$ cat src/rtl/fetch_decode_queue_pkg.sv
// Shared decode-side definitions: NOP encoding and the queued {instr, pc} entry.
package rv_pkg;

  localparam int          FQ_IWIDTH   = 32;
  localparam int          FQ_PC_WIDTH = 32;
  localparam logic [31:0] NOP_INSTR   = 32'h0000_0013;  // addi x0, x0, 0

  typedef struct packed {
    logic [FQ_IWIDTH-1:0]   instr;
    logic [FQ_PC_WIDTH-1:0] pc;
  } fq_entry_t;

endpackage

$ cat src/rtl/fetch_decode_queue_if.sv
// Fetch/decode handshake bundle; master = fetch+decode side, slave = the queue.
interface fetch_decode_queue_if #(
  parameter int IWIDTH   = 32,
  parameter int PC_WIDTH = 32,
  parameter int DEPTH    = 4
);
  localparam int CWIDTH = $clog2(DEPTH) + 1;

  logic [IWIDTH-1:0]   fq_i_instr;
  logic [PC_WIDTH-1:0] fq_i_pc;
  logic                fq_i_ce;
  logic                fq_o_stall;
  logic                fq_i_flush;
  logic                fq_o_flush;
  logic [IWIDTH-1:0]   fq_o_instr;
  logic [PC_WIDTH-1:0] fq_o_pc;
  logic                fq_o_ce;
  logic                fq_i_stall;
  logic [CWIDTH-1:0]   fq_o_count;

  modport master (
    output fq_i_instr, fq_i_pc, fq_i_ce, fq_i_flush, fq_i_stall,
    input  fq_o_stall, fq_o_flush, fq_o_instr, fq_o_pc, fq_o_ce, fq_o_count
  );

  modport slave (
    input  fq_i_instr, fq_i_pc, fq_i_ce, fq_i_flush, fq_i_stall,
    output fq_o_stall, fq_o_flush, fq_o_instr, fq_o_pc, fq_o_ce, fq_o_count
  );

endinterface

$ cat src/rtl/fetch_decode_queue_mem.sv
// Entry storage: DEPTH x WIDTH registers, one sync write port, one async read port, no data reset.
module fetch_decode_queue_mem #(
  parameter int WIDTH = 64,
  parameter int DEPTH = 4,
  localparam int AW   = $clog2(DEPTH)
) (
  input  logic             clk,
  input  logic             we,
  input  logic [AW-1:0]    waddr,
  input  logic [WIDTH-1:0] wdata,
  input  logic [AW-1:0]    raddr,
  output logic [WIDTH-1:0] rdata
);

  logic [DEPTH-1:0][WIDTH-1:0] mem;

  always_ff @(posedge clk) begin
    if (we) mem[waddr] <= wdata;
  end

  assign rdata = mem[raddr];

endmodule

$ cat src/rtl/fetch_decode_queue.sv
// Instruction queue between fetch and decode with flush forwarding.
// Optional zero-latency empty-queue bypass enabled by FETCH_DECODE_QUEUE_BYPASS_EN.
module fetch_decode_queue
  import rv_pkg::*;
#(
  parameter int IWIDTH   = 32,
  parameter int PC_WIDTH = 32,
  parameter int DEPTH    = 4
) (
  input  logic               fq_clk,
  input  logic               fq_rst,
  fetch_decode_queue_if.slave bus
);

  localparam int AW     = $clog2(DEPTH);
  localparam int CWIDTH = AW + 1;
  localparam int EW     = IWIDTH + PC_WIDTH;

  logic [AW-1:0]     rd_ptr, wr_ptr;
  logic [CWIDTH-1:0] count;
  logic              flush_q;
  logic              full, head_vld, byp, wr, rd;
  logic [EW-1:0]     head;

  // Stall comes only from registered count, so fetch never sees decode's stall combinationally.
  assign full     = (count == CWIDTH'(DEPTH));
  assign head_vld = (count != '0);

`ifdef FETCH_DECODE_QUEUE_BYPASS_EN
  assign byp = ~head_vld & bus.fq_i_ce & ~bus.fq_i_flush;
`else
  assign byp = 1'b0;
`endif

  // A bypassed entry that decode accepts immediately never touches storage.
  assign rd = head_vld & ~bus.fq_i_stall;
  assign wr = bus.fq_i_ce & ~full & ~(byp & ~bus.fq_i_stall);

  always_ff @(posedge fq_clk) begin
    if (fq_rst) begin
      rd_ptr  <= '0;
      wr_ptr  <= '0;
      count   <= '0;
      flush_q <= 1'b0;
    end else begin
      flush_q <= bus.fq_i_flush;
      if (bus.fq_i_flush) begin
        rd_ptr <= '0;
        wr_ptr <= '0;
        count  <= '0;
      end else begin
        wr_ptr <= wr_ptr + AW'(wr);
        rd_ptr <= rd_ptr + AW'(rd);
        count  <= count + CWIDTH'(wr) - CWIDTH'(rd);
      end
    end
  end

  fetch_decode_queue_mem #(.WIDTH(EW), .DEPTH(DEPTH)) u_mem (
    .clk   (fq_clk),
    .we    (wr & ~bus.fq_i_flush),
    .waddr (wr_ptr),
    .wdata ({bus.fq_i_instr, bus.fq_i_pc}),
    .raddr (rd_ptr),
    .rdata (head)
  );

  always_comb begin
    bus.fq_o_ce    = head_vld | byp;
    bus.fq_o_instr = IWIDTH'(NOP_INSTR);
    bus.fq_o_pc    = '0;
    if (byp) begin
      bus.fq_o_instr = bus.fq_i_instr;
      bus.fq_o_pc    = bus.fq_i_pc;
    end else if (head_vld) begin
      bus.fq_o_instr = head[EW-1:PC_WIDTH];
      bus.fq_o_pc    = head[PC_WIDTH-1:0];
    end
  end

  assign bus.fq_o_stall = full;
  assign bus.fq_o_flush = flush_q;
  assign bus.fq_o_count = count;

endmodule

$ cat src/flat_wrapper.sv
// flat-port wrapper written by rule: the top's interface ports become plain ports
module fetch_decode_queue_flat import rv_pkg::*;
#(
  parameter int IWIDTH   = 32,
  parameter int PC_WIDTH = 32,
  parameter int DEPTH    = 4
)
  (fq_clk, fq_rst, bus_fq_i_instr, bus_fq_i_pc, bus_fq_i_ce, bus_fq_i_flush, bus_fq_i_stall, bus_fq_o_stall, bus_fq_o_flush, bus_fq_o_instr, bus_fq_o_pc, bus_fq_o_ce, bus_fq_o_count);
  fetch_decode_queue_if #(.IWIDTH(IWIDTH), .PC_WIDTH(PC_WIDTH), .DEPTH(DEPTH)) bus_i ();
  input  logic fq_clk;
  input  logic fq_rst;
  input wire logic [$bits(bus_i.fq_i_instr)-1:0] bus_fq_i_instr;
  input wire logic [$bits(bus_i.fq_i_pc)-1:0] bus_fq_i_pc;
  input wire logic [$bits(bus_i.fq_i_ce)-1:0] bus_fq_i_ce;
  input wire logic [$bits(bus_i.fq_i_flush)-1:0] bus_fq_i_flush;
  input wire logic [$bits(bus_i.fq_i_stall)-1:0] bus_fq_i_stall;
  output wire logic [$bits(bus_i.fq_o_stall)-1:0] bus_fq_o_stall;
  output wire logic [$bits(bus_i.fq_o_flush)-1:0] bus_fq_o_flush;
  output wire logic [$bits(bus_i.fq_o_instr)-1:0] bus_fq_o_instr;
  output wire logic [$bits(bus_i.fq_o_pc)-1:0] bus_fq_o_pc;
  output wire logic [$bits(bus_i.fq_o_ce)-1:0] bus_fq_o_ce;
  output wire logic [$bits(bus_i.fq_o_count)-1:0] bus_fq_o_count;
  assign bus_i.fq_i_instr = bus_fq_i_instr;
  assign bus_i.fq_i_pc = bus_fq_i_pc;
  assign bus_i.fq_i_ce = bus_fq_i_ce;
  assign bus_i.fq_i_flush = bus_fq_i_flush;
  assign bus_i.fq_i_stall = bus_fq_i_stall;
  assign bus_fq_o_stall = bus_i.fq_o_stall;
  assign bus_fq_o_flush = bus_i.fq_o_flush;
  assign bus_fq_o_instr = bus_i.fq_o_instr;
  assign bus_fq_o_pc = bus_i.fq_o_pc;
  assign bus_fq_o_ce = bus_i.fq_o_ce;
  assign bus_fq_o_count = bus_i.fq_o_count;
  fetch_decode_queue #(.IWIDTH(IWIDTH), .PC_WIDTH(PC_WIDTH), .DEPTH(DEPTH)) u_core (.fq_clk(fq_clk), .fq_rst(fq_rst), .bus(bus_i));
endmodule
$ cat config.mk
export PLATFORM = sky130hd
export DESIGN_NAME = fetch_decode_queue_flat
export DESIGN_NICKNAME = d
export VERILOG_FILES = /design/src/rtl/fetch_decode_queue_pkg.sv /design/src/rtl/fetch_decode_queue_if.sv /design/src/rtl/fetch_decode_queue_mem.sv /design/src/rtl/fetch_decode_queue.sv /design/src/flat_wrapper.sv
export SDC_FILE = /design/constraint.sdc
export NUM_CORES = 1
export LEC_CHECK = 0
export ABC_AREA = 1
export CAP_MARGIN = 20
export CORE_MARGIN = 2
export CORE_UTILIZATION = 44
export CTS_CLUSTER_DIAMETER = 40
export DETAILED_ROUTE_END_ITERATION = 10
export GPL_ROUTABILITY_DRIVEN = 0
export PLACE_DENSITY = 0.65
export SETUP_SLACK_MARGIN = 0.15
export SYNTH_ARGS = -nofsm -noshare
export SYNTH_HDL_FRONTEND = slang
export SYNTH_HIERARCHICAL = 1
export SYNTH_SLANG_ARGS = --single-unit
$ cat constraint.sdc
create_clock -name fq_clk -period 16.2 [get_ports fq_clk]
set_clock_uncertainty 0.05 [all_clocks]
set_input_delay 3.24 -clock fq_clk [delete_from_list [all_inputs] [get_ports fq_clk]]
set_output_delay 3.24 -clock fq_clk [all_outputs]
set_load 0.01 [all_outputs]
## After elaboration in Yosys (flattened, before gate mapping)

Index checks and enable logic that the tools add are counted.

- Add/sub/neg operators: 4
- $lt $le $gt $ge: 3
- Eq/ne operators: 1
- Muxes and demuxes: 7
- Bitwise operators: 6
- Reductions and logical operators: 3

Operators by type and width:

| cell | number |
|---|---|
| 256-bit bitwise mux | 1 |
| 64-bit binary-select mux with 2-bit select | 1 |
| 64-bit demux with 2-bit select | 1 |
| 64-bit two-way mux | 2 |
| 32-bit two-way mux | 2 |
| 2-bit by 3-bit less-than comparator with 1-bit output (second input constant) | 2 |
| 2-bit by 1-bit adder with 2-bit output | 2 |
| 3-bit by 1-bit adder with 3-bit output | 1 |
| 1-bit bitwise AND | 3 |
| 3-bit == test (second input constant) | 1 |
| 1-bit inverter | 3 |
| 3-bit nonzero test | 1 |
| 3-bit by 1-bit subtractor with 3-bit output | 1 |
| 2-bit by 1-bit >= comparator with 1-bit output (second input constant) | 1 |
| 2-bit OR reduction | 1 |
| 1-bit logical AND | 1 |

- Register bits after elaboration: 264
- Input bits: 69
- Output and inout bits: 70

## Logic depth before layout (Yosys ltp)

- Word-level depth: 5
- Depth in mapped cells: 10

## Cells and area by module

The synthesis kept the hierarchy.

Modules (own cells, without submodules):

| module | times used | cells each | area an instance (um^2) | sequential area each (um^2) |
|---|---|---|---|---|
| fetch_decode_queue_mem | 1 | 1010 | 10761.6 | 7687.4 |
| fetch_decode_queue | 1 | 183 | 943.4 | 160.2 |

## Worst setup path before layout

No wires, ideal clock.

- Path type: input -> register
- Start point: input port bus_fq_i_ce
- End point: register u_core/u_mem/mem[100] (netlist bit) (enable)
- Library setup time: 0.565 ns
- Data arrival time: 7.831 ns
- Slack: 7.754 ns
- Cell stages on the path: 4
- Buffers on the path: 0
- Path through: o21ai_2 -> nor2_1 -> inv_1 -> nor3_1

- Word-level cells in the longest chain between the ends: 2

Ends and longest elaborated chain:

| item | RTL line | source |
|---|---|---|
| from (decl) | flat_wrapper.sv:14 | `input wire logic [$bits(bus_i.fq_i_ce)-1:0] bus_fq_i_ce;` |
| 1-bit bitwise AND | fetch_decode_queue.sv:37 | `assign wr = bus.fq_i_ce & ~full & ~(byp & ~bus.fq_i_stall);` |
| 1-bit bitwise AND | fetch_decode_queue.sv:61 | `.we (wr & ~bus.fq_i_flush),` |
| to (signal, indexed assignment) | fetch_decode_queue_mem.sv:18 | `if (we) mem[waddr] <= wdata;` |
| to (decl) | fetch_decode_queue_mem.sv:15 | `logic [DEPTH-1:0][WIDTH-1:0] mem;` |

No other way between the ends.
A chain may end at the register's enable or synchronous reset.

## Final worst setup path

- Start point: register u_core.rd_ptr[0]
- End point: output port bus_fq_o_pc[27]

- Word-level cells in the longest chain between the ends: 3

Ends and longest elaborated chain:

| item | RTL line | source |
|---|---|---|
| from (decl) | fetch_decode_queue.sv:19 | `logic [AW-1:0] rd_ptr, wr_ptr;` |
| from (signal assigned) | fetch_decode_queue.sv:53 | `rd_ptr <= rd_ptr + AW'(rd);` |
| 64-bit binary-select mux with 2-bit select | fetch_decode_queue_mem.sv:21 | `assign rdata = mem[raddr];` |
| 64-bit two-way mux (implied by the code) | fetch_decode_queue_mem.sv:21 |  |
| via u_core.head[27] | fetch_decode_queue.sv:23 | `logic [EW-1:0] head;` |
| 32-bit two-way mux | fetch_decode_queue.sv:75 | `end else if (head_vld) begin` |
| to (decl) | flat_wrapper.sv:20 | `output wire logic [$bits(bus_i.fq_o_pc)-1:0] bus_fq_o_pc;` |

The timed path passes the listed nets, and every way through them passes these cells. The select of a mux whose other input is x is not followed.

==> summary.md <==
| Metric | Value |
|---|---|
| Post-route DRC | `0` |
| Period minus WS final | `between 6000 and 7000 ps` |
| DP Wirelength | `around 13000 um` |
| Final setup fails | `0` |
| Top area cells in the synthesized netlist | `edfxtp_1 66%, inv_1 11%, nand2_1 11%, nand3_1 5.6%, nor2_1 2.3%` |
| Drt pass-1 iters | `5` |
| All-Layer GR Usage | `0.175` |
| Period utilization | `0.404` |
| Crit-path max FO | `~80` |
| Routed Wire Length | `approximately 24000 um` |
| Yosys top cell area share | `0.657` |
| Row count | `between 50 and 60` |
| Clock buffer depth | `3` |
| Worst endpoint data arrival time | `~3300 ps` |
| CTS H-Tree Depth | `2` |
| Initial antenna violation count | `1` |
| Seq/Total Area, Yosys | `0.670` |
| Vias/cell | `around 4.5` |
| Mapped Cells | `1193` |
| Pwr dens | `~120 nW/um2` |
| CP Launch Type | `flop` |
| CTS Buf Count | `36` |
| Nets | `around 1400` |
| Sequential power share | `0.445` |
| Clk sinks | `roughly 260` |
| Largest net degree at the start of global routing | `slightly above 80` |
| Total grt overflow | `0` |
| YS warnings | `6` |
| First-pass GRT wire length | `38800 um` |
| Initial Util | `0.449` |
| Worst-path clk slew | `approximately 50 ps` |
| IO Port Bufs | `approximately 140` |
| Setup CP Type | `flop to output port` |
| Post-CTS resize count | `0` |
| Worst-Margin Slew | `1060 ps` |
| Distinct cells, synth | `25` |
| Switching Share | `0.210` |
| Int Power | `approximately 1400 uW` |
| Final Worst Setup Slack | `between 9000 and 10000 ps` |
| FMAX | `approximately 0.15 GHz` |
| Area leader, netlist | `edfxtp_1` |
| Setup Fix Bufs, Post-CTS | `0` |
| Final Hold Fails | `0` |
| Clock network power share | `0.483` |
| Outcome | `completed` |
| Area of the die | `27900 um2` |
| Max-Cap Viols | `0` |
| CP endpoint kind | `output port` |
| Core area | `~26000 um2` |
| Class of the worst hold path | `flop to flop` |
| # hold bufs at CTS | `0` |
| RSZ-0062 raised after global routing | `no` |
| I/O pin count | `139` |
| Hold wc startpoint | `u_core/wr_ptr[1]$_SDFF_PP0_` |
| Pleak | `0.00658 uW` |
| Drt initial violations | `between 400 and 500` |
| Slew Viols, Final | `0` |
| Final ANT Viol Nets | `0` |
| Root Buffer Master | `clkbuf_16` |
| Relative slew slack | `0.293` |
| Gate power share | `0.072` |
| WL/cell | `roughly 14 um` |
| DIE WIDTH | `around 170 um` |
| Max rail drop VDD | `0.0812 mV` |
| TritonCTS clock tree | `done` |
| Layout overhead on the synthesized area | `24.7%` |
| Vias in the first global route | `just under 8000` |
| Share of cells above drive strength 1 | `0.0582` |
| Cell area after synthesis | `11700 um2` |
| Pre-CTS setup slack | `a little over 10000 ps` |
| CP required | `between 10000 and 15000 ps` |
| Via Count | `~7700` |
| Skew-Pair Late Insertion Delay | `about 500 ps` |
| Flops & latches, synth | `264` |
| Die Y | `about 170 um` |
| Net switching power | `between 300 and 400 uW` |
| Worst R2R Start | `u_core/bus.fq_o_count[1]$_SDFF_PP0_` |
| Syn avg cell area | `9.81 um2` |
| TNS Setup | `0 ps` |
| CP Launch Point | `u_core/rd_ptr[0]$_SDFF_PP0_` |
| Synth Net Count | `roughly 1300` |
cell type report:
class | instances | area (um2)
Timing Repair Buffer | 146 | 1440
Sequential cell | 264 | 7850
Inverter | 334 | 1260
Clock buffer | 41 | 962
Tap cell | 335 | 419
Clock inverter | 24 | 337
Multi-Input combinational cell | 548 | 2320
Antenna cell | 1 | 2.50
Fill cell | 2258 | 11500
synth_stat cells (all sizes together):
library cell  instances
clkbuf                5
ha                    2
nor3                  4
nor2                 72
nand3               130
nand3b                1
or2                   3
edfxtp              256
buf                  42
a21oi                 1
xnor2                 1
dfxtp                 8
o21ai                 1
xor2                  1
fa                    1
inv                 334
nand4                 1
nand2               330
worst max-delay path, stage by stage, from the launching register on:
cell and delay [ps]:
dfxtp_4 720, inv_4 330, buf_4 480, nand2_1 170
nand3_1 80, nand2_1 100, inv_1 40, nor2_1 150
clkdlybuf4s50_1 570
flip-flops by register name, indices dropped and copies added (netlist names):
register,cells
u_core/bus.fq_o_count,3
u_core/bus.fq_o_flush,1
u_core/rd_ptr,2
u_core/u_mem/mem,256
u_core/wr_ptr,2
power groups by stage:
stage / logic, uW / registers [uW] / clock network, uW
6_report: 124 / 768 / 833
5_1_grt: 139 / 769 / 880
4_1_cts: 127 / 768 / 849
3_5_place_dp: 126 / 782 / 0
3_3_place_gp: 125 / 782 / 0
2_1_floorplan: 63.5 / 782 / 0
per-stage QoR:
step / hold WS (ps) / area (um2) / utilization / total power [uW] / cells
after floorplan: 458 / 11700 / - / 846 / 1193
after global placement: 508 / 13300 / 0.510 / 906 / 1627
after detailed placement: 518 / 13300 / 0.510 / 909 / 1627
after CTS: 535 / 14600 / 0.560 / 1740 / 1692
after global routing: 568 / 14600 / 0.560 / 1790 / 1693
final: 534 / 14600 / 0.560 / 1730 / 1693
placed cells by master, fill, tap and decap left out:
cell type / instances
nand2_1: 329
clkinv_4: 2
clkinvlp_4: 6
dfxtp_1: 6
inv_2: 1
bufinv_16: 7
inv_4: 1
nor3_2: 4
nand2_4: 1
or2_1: 3
edfxtp_1: 256
nand4_1: 1
clkinv_1: 3
inv_6: 4
fa_1: 1
buf_4: 8
clkbuf_16: 38
nand3_1: 130
diode_2: 1
nand3b_1: 1
ha_1: 2
inv_1: 331
clkinv_8: 1
xor2_1: 1
clkinv_2: 2
clkdlybuf4s50_1: 138
dfxtp_2: 1
nor2_1: 71
a21oi_1: 1
xnor2_1: 1
clkbuf_1: 3
nor2_2: 1
dfxtp_4: 1
o21ai_2: 1
final timing paths:
check                                    endpoint  slack (ps)  cells past startpoint
setup / recovery                  bus_fq_o_pc[27]        9660                      8
hold / removal        u_core/wr_ptr[1]$_SDFF_PP0_         530                      2
setup reg to reg  u_core/u_mem/mem[203]$_DFFE_PP_       13820                      7
hold reg to reg       u_core/wr_ptr[1]$_SDFF_PP0_         530                      2
per-layer routing:
metal | up-vias | wire, um | global-route usage
li1 | 3916 | - | -
met1 | 3550 | 10400 | 0.219
met2 | 160 | 12100 | 0.310
met3 | 40 | 1030 | 0.0286
met4 | 0 | 503 | 0.0570
met5 | - | 0 | 0
logic make-up (layout without fill, tap and decap cells):
kind of cell,count (synthesis),in the layout,synth area share
flip-flops,264,264,0.670
AND/OR/NAND/NOR,541,541,0.190
AO/OA/AOI/OAI,2,2,0.00118
adder cells (fa/ha/maj),3,3,0.00385
buffers and inverters,381,545,0.133
XOR/XNOR,2,2,0.00150
other,0,1,0
(Power assumes the default switching activity.)
